==> src/rtl/ascii_pkg.sv <==
// Shared definitions for the ASCII decimal-number parser: FSM states,
// the ASCII characters it recognises and the error codes it reports.
package ascii_pkg;

    typedef enum logic [1:0] {
        IDLE = 2'd0,
        DIG  = 2'd1,
        OUT  = 2'd2,
        ERR  = 2'd3
    } state_t;

    localparam logic [7:0] ASCII_ZERO  = 8'h30;
    localparam logic [7:0] ASCII_NINE  = 8'h39;
    localparam logic [7:0] ASCII_SPACE = 8'h20;
    localparam logic [7:0] ASCII_CR    = 8'h0D;

    localparam logic [1:0] ERR_NONE     = 2'd0;
    localparam logic [1:0] ERR_BAD_CHAR = 2'd1;
    localparam logic [1:0] ERR_OVERFLOW = 2'd2;
    localparam logic [1:0] ERR_TIMEOUT  = 2'd3;

    function automatic logic is_digit(input logic [7:0] c);
        return (c >= ASCII_ZERO) && (c <= ASCII_NINE);
    endfunction

endpackage

==> src/rtl/bcd3_to_bin.sv <==
// Combinational conversion of three BCD digits (0-9 each) to a 10-bit
// unsigned value, using constant shifts and adds only.
module bcd3_to_bin (
    input  logic [3:0] hund,
    input  logic [3:0] tens,
    input  logic [3:0] units,
    output logic [9:0] value
);

    logic [9:0] h;
    logic [9:0] t;
    logic [9:0] u;

    assign h = {6'd0, hund};
    assign t = {6'd0, tens};
    assign u = {6'd0, units};

    // 100 = 64 + 32 + 4, 10 = 8 + 2; digits never exceed 9 so 999 fits
    assign value = (h << 6) + (h << 5) + (h << 2) + (t << 3) + (t << 1) + u;

endmodule

==> src/rtl/ascii2bcd.sv <==
// Parses up to three ASCII decimal digits terminated by TERM_CHAR and
// publishes the number as BCD and binary, with error reporting.
//
// state | meaning
// IDLE  | waiting for the first digit; TERM_CHAR and space ignored
// DIG   | collecting digits, inter-character timeout running
// OUT   | one cycle: num_valid pulse, new number on bcd_*/bin_out
// ERR   | one cycle: num_err pulse, err_code updated
module ascii2bcd
    import ascii_pkg::*;
#(
    parameter logic [7:0] TERM_CHAR      = 8'h0D,
    parameter int         TIMEOUT_CYCLES = 50_000_000
) (
    input  logic       clk,
    input  logic       rst,
    input  logic [7:0] char_in,
    input  logic       char_valid,
    output logic       char_ready,
    output logic [3:0] bcd_0,
    output logic [3:0] bcd_1,
    output logic [3:0] bcd_2,
    output logic [9:0] bin_out,
    output logic       num_valid,
    output logic       num_err,
    output logic [1:0] err_code,
    output logic [1:0] digit_cnt
);

    localparam int TW = (TIMEOUT_CYCLES > 1) ? $clog2(TIMEOUT_CYCLES) : 1;
    localparam logic [TW-1:0] TMO_LOAD = TW'(TIMEOUT_CYCLES - 1);

    state_t        state;
    logic [3:0]    w_hund;
    logic [3:0]    w_tens;
    logic [3:0]    w_units;
    logic [TW-1:0] tmo_cnt;
    logic [9:0]    w_bin;
    logic          accept;

    assign accept = char_valid && char_ready;

    bcd3_to_bin u_conv (
        .hund  (w_hund),
        .tens  (w_tens),
        .units (w_units),
        .value (w_bin)
    );

    // Sequencing FSM with all outputs registered; the timeout is a
    // down-counter reloaded on every accepted character in DIG.
    always_ff @(posedge clk) begin
        if (rst) begin
            state      <= IDLE;
            w_hund     <= 4'd0;
            w_tens     <= 4'd0;
            w_units    <= 4'd0;
            digit_cnt  <= 2'd0;
            tmo_cnt    <= '0;
            bcd_0      <= 4'd0;
            bcd_1      <= 4'd0;
            bcd_2      <= 4'd0;
            bin_out    <= 10'd0;
            err_code   <= ERR_NONE;
            num_valid  <= 1'b0;
            num_err    <= 1'b0;
            char_ready <= 1'b1;
        end else begin
            num_valid <= 1'b0;
            num_err   <= 1'b0;
            case (state)
                IDLE: begin
                    tmo_cnt <= '0;
                    if (accept) begin
                        if (is_digit(char_in)) begin
                            // low nibble of '0'..'9' is the digit value
                            w_units   <= char_in[3:0];
                            digit_cnt <= 2'd1;
                            tmo_cnt   <= TMO_LOAD;
                            state     <= DIG;
                        end else if (char_in != TERM_CHAR && char_in != ASCII_SPACE) begin
                            err_code   <= ERR_BAD_CHAR;
                            num_err    <= 1'b1;
                            char_ready <= 1'b0;
                            state      <= ERR;
                        end
                    end
                end
                DIG: begin
                    if (accept) begin
                        tmo_cnt <= TMO_LOAD;
                        if (is_digit(char_in)) begin
                            if (digit_cnt == 2'd3) begin
                                err_code   <= ERR_OVERFLOW;
                                num_err    <= 1'b1;
                                char_ready <= 1'b0;
                                state      <= ERR;
                            end else begin
                                w_hund    <= w_tens;
                                w_tens    <= w_units;
                                w_units   <= char_in[3:0];
                                digit_cnt <= digit_cnt + 2'd1;
                            end
                        end else if (char_in == TERM_CHAR) begin
                            bcd_2      <= w_hund;
                            bcd_1      <= w_tens;
                            bcd_0      <= w_units;
                            bin_out    <= w_bin;
                            num_valid  <= 1'b1;
                            char_ready <= 1'b0;
                            state      <= OUT;
                        end else begin
                            err_code   <= ERR_BAD_CHAR;
                            num_err    <= 1'b1;
                            char_ready <= 1'b0;
                            state      <= ERR;
                        end
                    end else if (tmo_cnt == '0) begin
                        err_code   <= ERR_TIMEOUT;
                        num_err    <= 1'b1;
                        char_ready <= 1'b0;
                        state      <= ERR;
                    end else begin
                        tmo_cnt <= tmo_cnt - 1'b1;
                    end
                end
                OUT, ERR: begin
                    w_hund     <= 4'd0;
                    w_tens     <= 4'd0;
                    w_units    <= 4'd0;
                    digit_cnt  <= 2'd0;
                    tmo_cnt    <= '0;
                    char_ready <= 1'b1;
                    state      <= IDLE;
                end
                default: begin
                    char_ready <= 1'b1;
                    state      <= IDLE;
                end
            endcase
        end
    end

endmodule

==> config.mk <==
export PLATFORM = sky130hd
export DESIGN_NAME = ascii2bcd
export DESIGN_NICKNAME = d
export VERILOG_FILES = /design/src/rtl/ascii_pkg.sv /design/src/rtl/bcd3_to_bin.sv /design/src/rtl/ascii2bcd.sv
export SDC_FILE = /design/constraint.sdc
export NUM_CORES = 1
export LEC_CHECK = 0
export ABC_CLOCK_PERIOD_IN_PS = 6100
export CAP_MARGIN = 10
export CORE_MARGIN = 1
export CORE_UTILIZATION = 60
export DETAILED_ROUTE_END_ITERATION = 16
export MAX_ROUTING_LAYER = met4
export PLACE_DENSITY = 0.93
export RECOVER_POWER = 25
export REMOVE_ABC_BUFFERS = 1
export SKIP_CTS_REPAIR_TIMING = 1
export SYNTH_ARGS = -nofsm -noshare
export SYNTH_HDL_FRONTEND = slang
export SYNTH_SLANG_ARGS = --single-unit
==> constraint.sdc <==
create_clock -name clk -period 6.1 [get_ports clk]
set_input_delay 1.525 -clock clk [delete_from_list [all_inputs] [get_ports clk]]
set_output_delay 1.525 -clock clk [all_outputs]
set_load 0.1 [all_outputs]
==> metrics.yaml <==
run_status:
  outcome: "finished, final reports clean"
timing:
  period_share_pct: 66.9
  setup_viol: 0
  slew_violations: 0
  skew_ns: 0.00970
  fin_ws_ns: 2.02
  post-route-min-period_ns: 4.08
  fmax_ghz: 0.245
  fin_setup_tns_ns: 0
  hold_violations: 0
  rsz0062_at_grt: "no"
  worst_slew_pin_slew_ns: 1.12
  relSlewSlack_pct: 25.0
route:
  first_pass_iters: 5
  vias: 3157
  ant_nets: 0
  drtIter0Drc: 210
  routed_wl_mm: 8.15
  wl_per_cell_microns: 15.9
  drc_errors: 0
  vias_per_cell: 6.18
synthesis:
  yosys_warnings: 0
  synth_top_area_share_pct: 38.5
  synth_seq_cells: 68
  synth_top_area_cell: "dfxtp_1"
  ys_types: 65
  synthTopCellsByArea: "dfxtp_1, a21oi_1, ha_1, nand2_1, fa_1"
  syn_area_sq_mm: 0.00354
  synth_flop_cell: "dfxtp_1"
  ys_seq_area_share_pct: 38.5
  synth-edff-count: 0
  synth_cells: 401
  syn_avg_cell_area_sq_um: 8.82
  async_flop_share_pct: 0
final_layout:
  nets: 469
  utilization_pct: 73.5
  multi_input_area_sq_mm: 0.00200
  fillers: 400
  final_cells: 511
  drive_gt1_share_pct: 7.29
  final_cell_mix: "dfxtp_1, nand2_1, a21oi_1"
  final_common_cell: "dfxtp_1"
  diodes: 0
  area_growth_pct: 16.5
  seq_area_sq_mm: 0.00136
global_routing:
  grt_use_total_pct: 29.1
  grt_pass1_wl_mm: 13.7
  grt_antenna_before_repair: 0
  grt_max_degree: 38
  grt_pass1_vias: 2967
  grt.overflow.total: 0
power:
  ir_drop_mv: 0.341
  p_leak_nw: 1.68
  total_power_mw: 1.57
  powerDensity_mw_per_mm2: 382
cts:
  cts_made_buffers: 9
  htree_levels: 3
  clk_latency_ns: 0.34
  clock-root-buffer: "clkbuf_8"
  cts_sinks: 68
  max-clock-path-buffers: 2
  cts.clk_slew.worst_paths_ns: 0.07
  cts_tree: "yes"
job:
  max_cap_viol_count: 0
critical_path:
  cp_max_fo: 21
  critPathKind: "primary input to register"
  cp-end-kind: "register"
  required_ns: 6.31
  start_kind: "primary input"
  cp.arrival_ns: 4.29
placed_design:
  dp.cells: 495
  dpl.hpwl_mm: 5.46
  pre_cts_ws_ns: 1.91
  io_buffers: 39
  globalplace.congestion: 0.847
floorplanning:
  die_y_microns: 78.8
  start_util_pct: 63.1
  die_w_microns: 78.8
  core_region_area_sq_mm: 0.00561
  die-area_sq_mm: 0.00621
  io_pins: 40
  rows: 27
min_path:
  min_path_type: "register to register"
## final timing paths
check                  start     endpoint  slack, ns  depth (start not counted)
setup / recovery  char_valid  tmo_cnt[15]       2.02                          6
hold / removal      bcd_0[2]     bcd_0[2]       0.45                          2
setup reg to reg  tmo_cnt[0]  tmo_cnt[15]       2.71                          7
hold reg to reg     bcd_0[2]     bcd_0[2]       0.45                          2
## worst max-delay path: stages
cell and delay, ns:
dlygate4sd3_1 0.55, nand2_1 0.55, nand2_1 0.15, nor3_1 0.93
or2_1 0.46, nor3_1 0.12
## cell families after synthesis
group / after synthesis / synth area share, %
AO/OA/AOI/OAI: 111 / 20.9
XOR/XNOR: 13 / 3.22
adder cells (fa/ha/maj): 24 / 9.97
buffers and inverters: 41 / 4.88
flip-flops: 68 / 38.5
multiplexers: 2 / 0.601
AND/OR/NAND/NOR: 142 / 21.9
## where the power goes
group          internal [mW]  switching, mW  leakage (nW)
sequential             0.487         0.0480         0.551
combinational          0.240          0.441          1.04
clock                  0.187          0.170        0.0931
total                  0.914          0.659          1.68
## layout make-up
type / count / share of cell area, %
clock inverters: 5 / 1.27
multi-input cells: 292 / 48.6
flip-flops and latches: 68 / 33.0
inverters: 23 / 2.09
clock buffers: 11 / 3.19
well taps: 72 / 2.18
repair buffers: 40 / 9.65
## cell usage after synthesis (all sizes together), types with 5 or more instances
master	count
a31oi	5
inv	23
or4	12
nand4b	5
nor4	5
o31ai	5
nor3	13
xor2	7
a21oi	45
xnor2	6
nand2	55
o21ai	14
nor2	23
dfxtp	68
or3	7
clkbuf	15
ha	17
fa	7
a22o	8
o211ai	5
## layer usage
metal	part of all wire [%]	track usage, %	routed length, microns
met5	0	-	0
met4	2.0	13.3	167
met3	6.1	4.71	500
met2	47	44.7	3830
met1	45	37.7	3650
## metrics by stage
| step | hold slack [ns] | cell area [sq um] |
|---|---|---|
| global placement | 0.440 | 3950 |
| CTS | 0.457 | 4130 |
| global route | 0.472 | 4120 |
| detailed placement | 0.447 | 3950 |
| floorplan | 0.439 | 3450 |
| finish | 0.452 | 4120 |
## registers in the layout, indices dropped and copies added, names as in the netlist
name        cells
bcd_0           4
bcd_1           4
w_tens          4
tmo_cnt        26
digit_cnt       2
bcd_2           4
char_ready      1
state           2
num_err         1
num_valid       1
w_hund          4
err_code        2
w_units         4
bin_out         9
(Power assumes the default switching activity.)
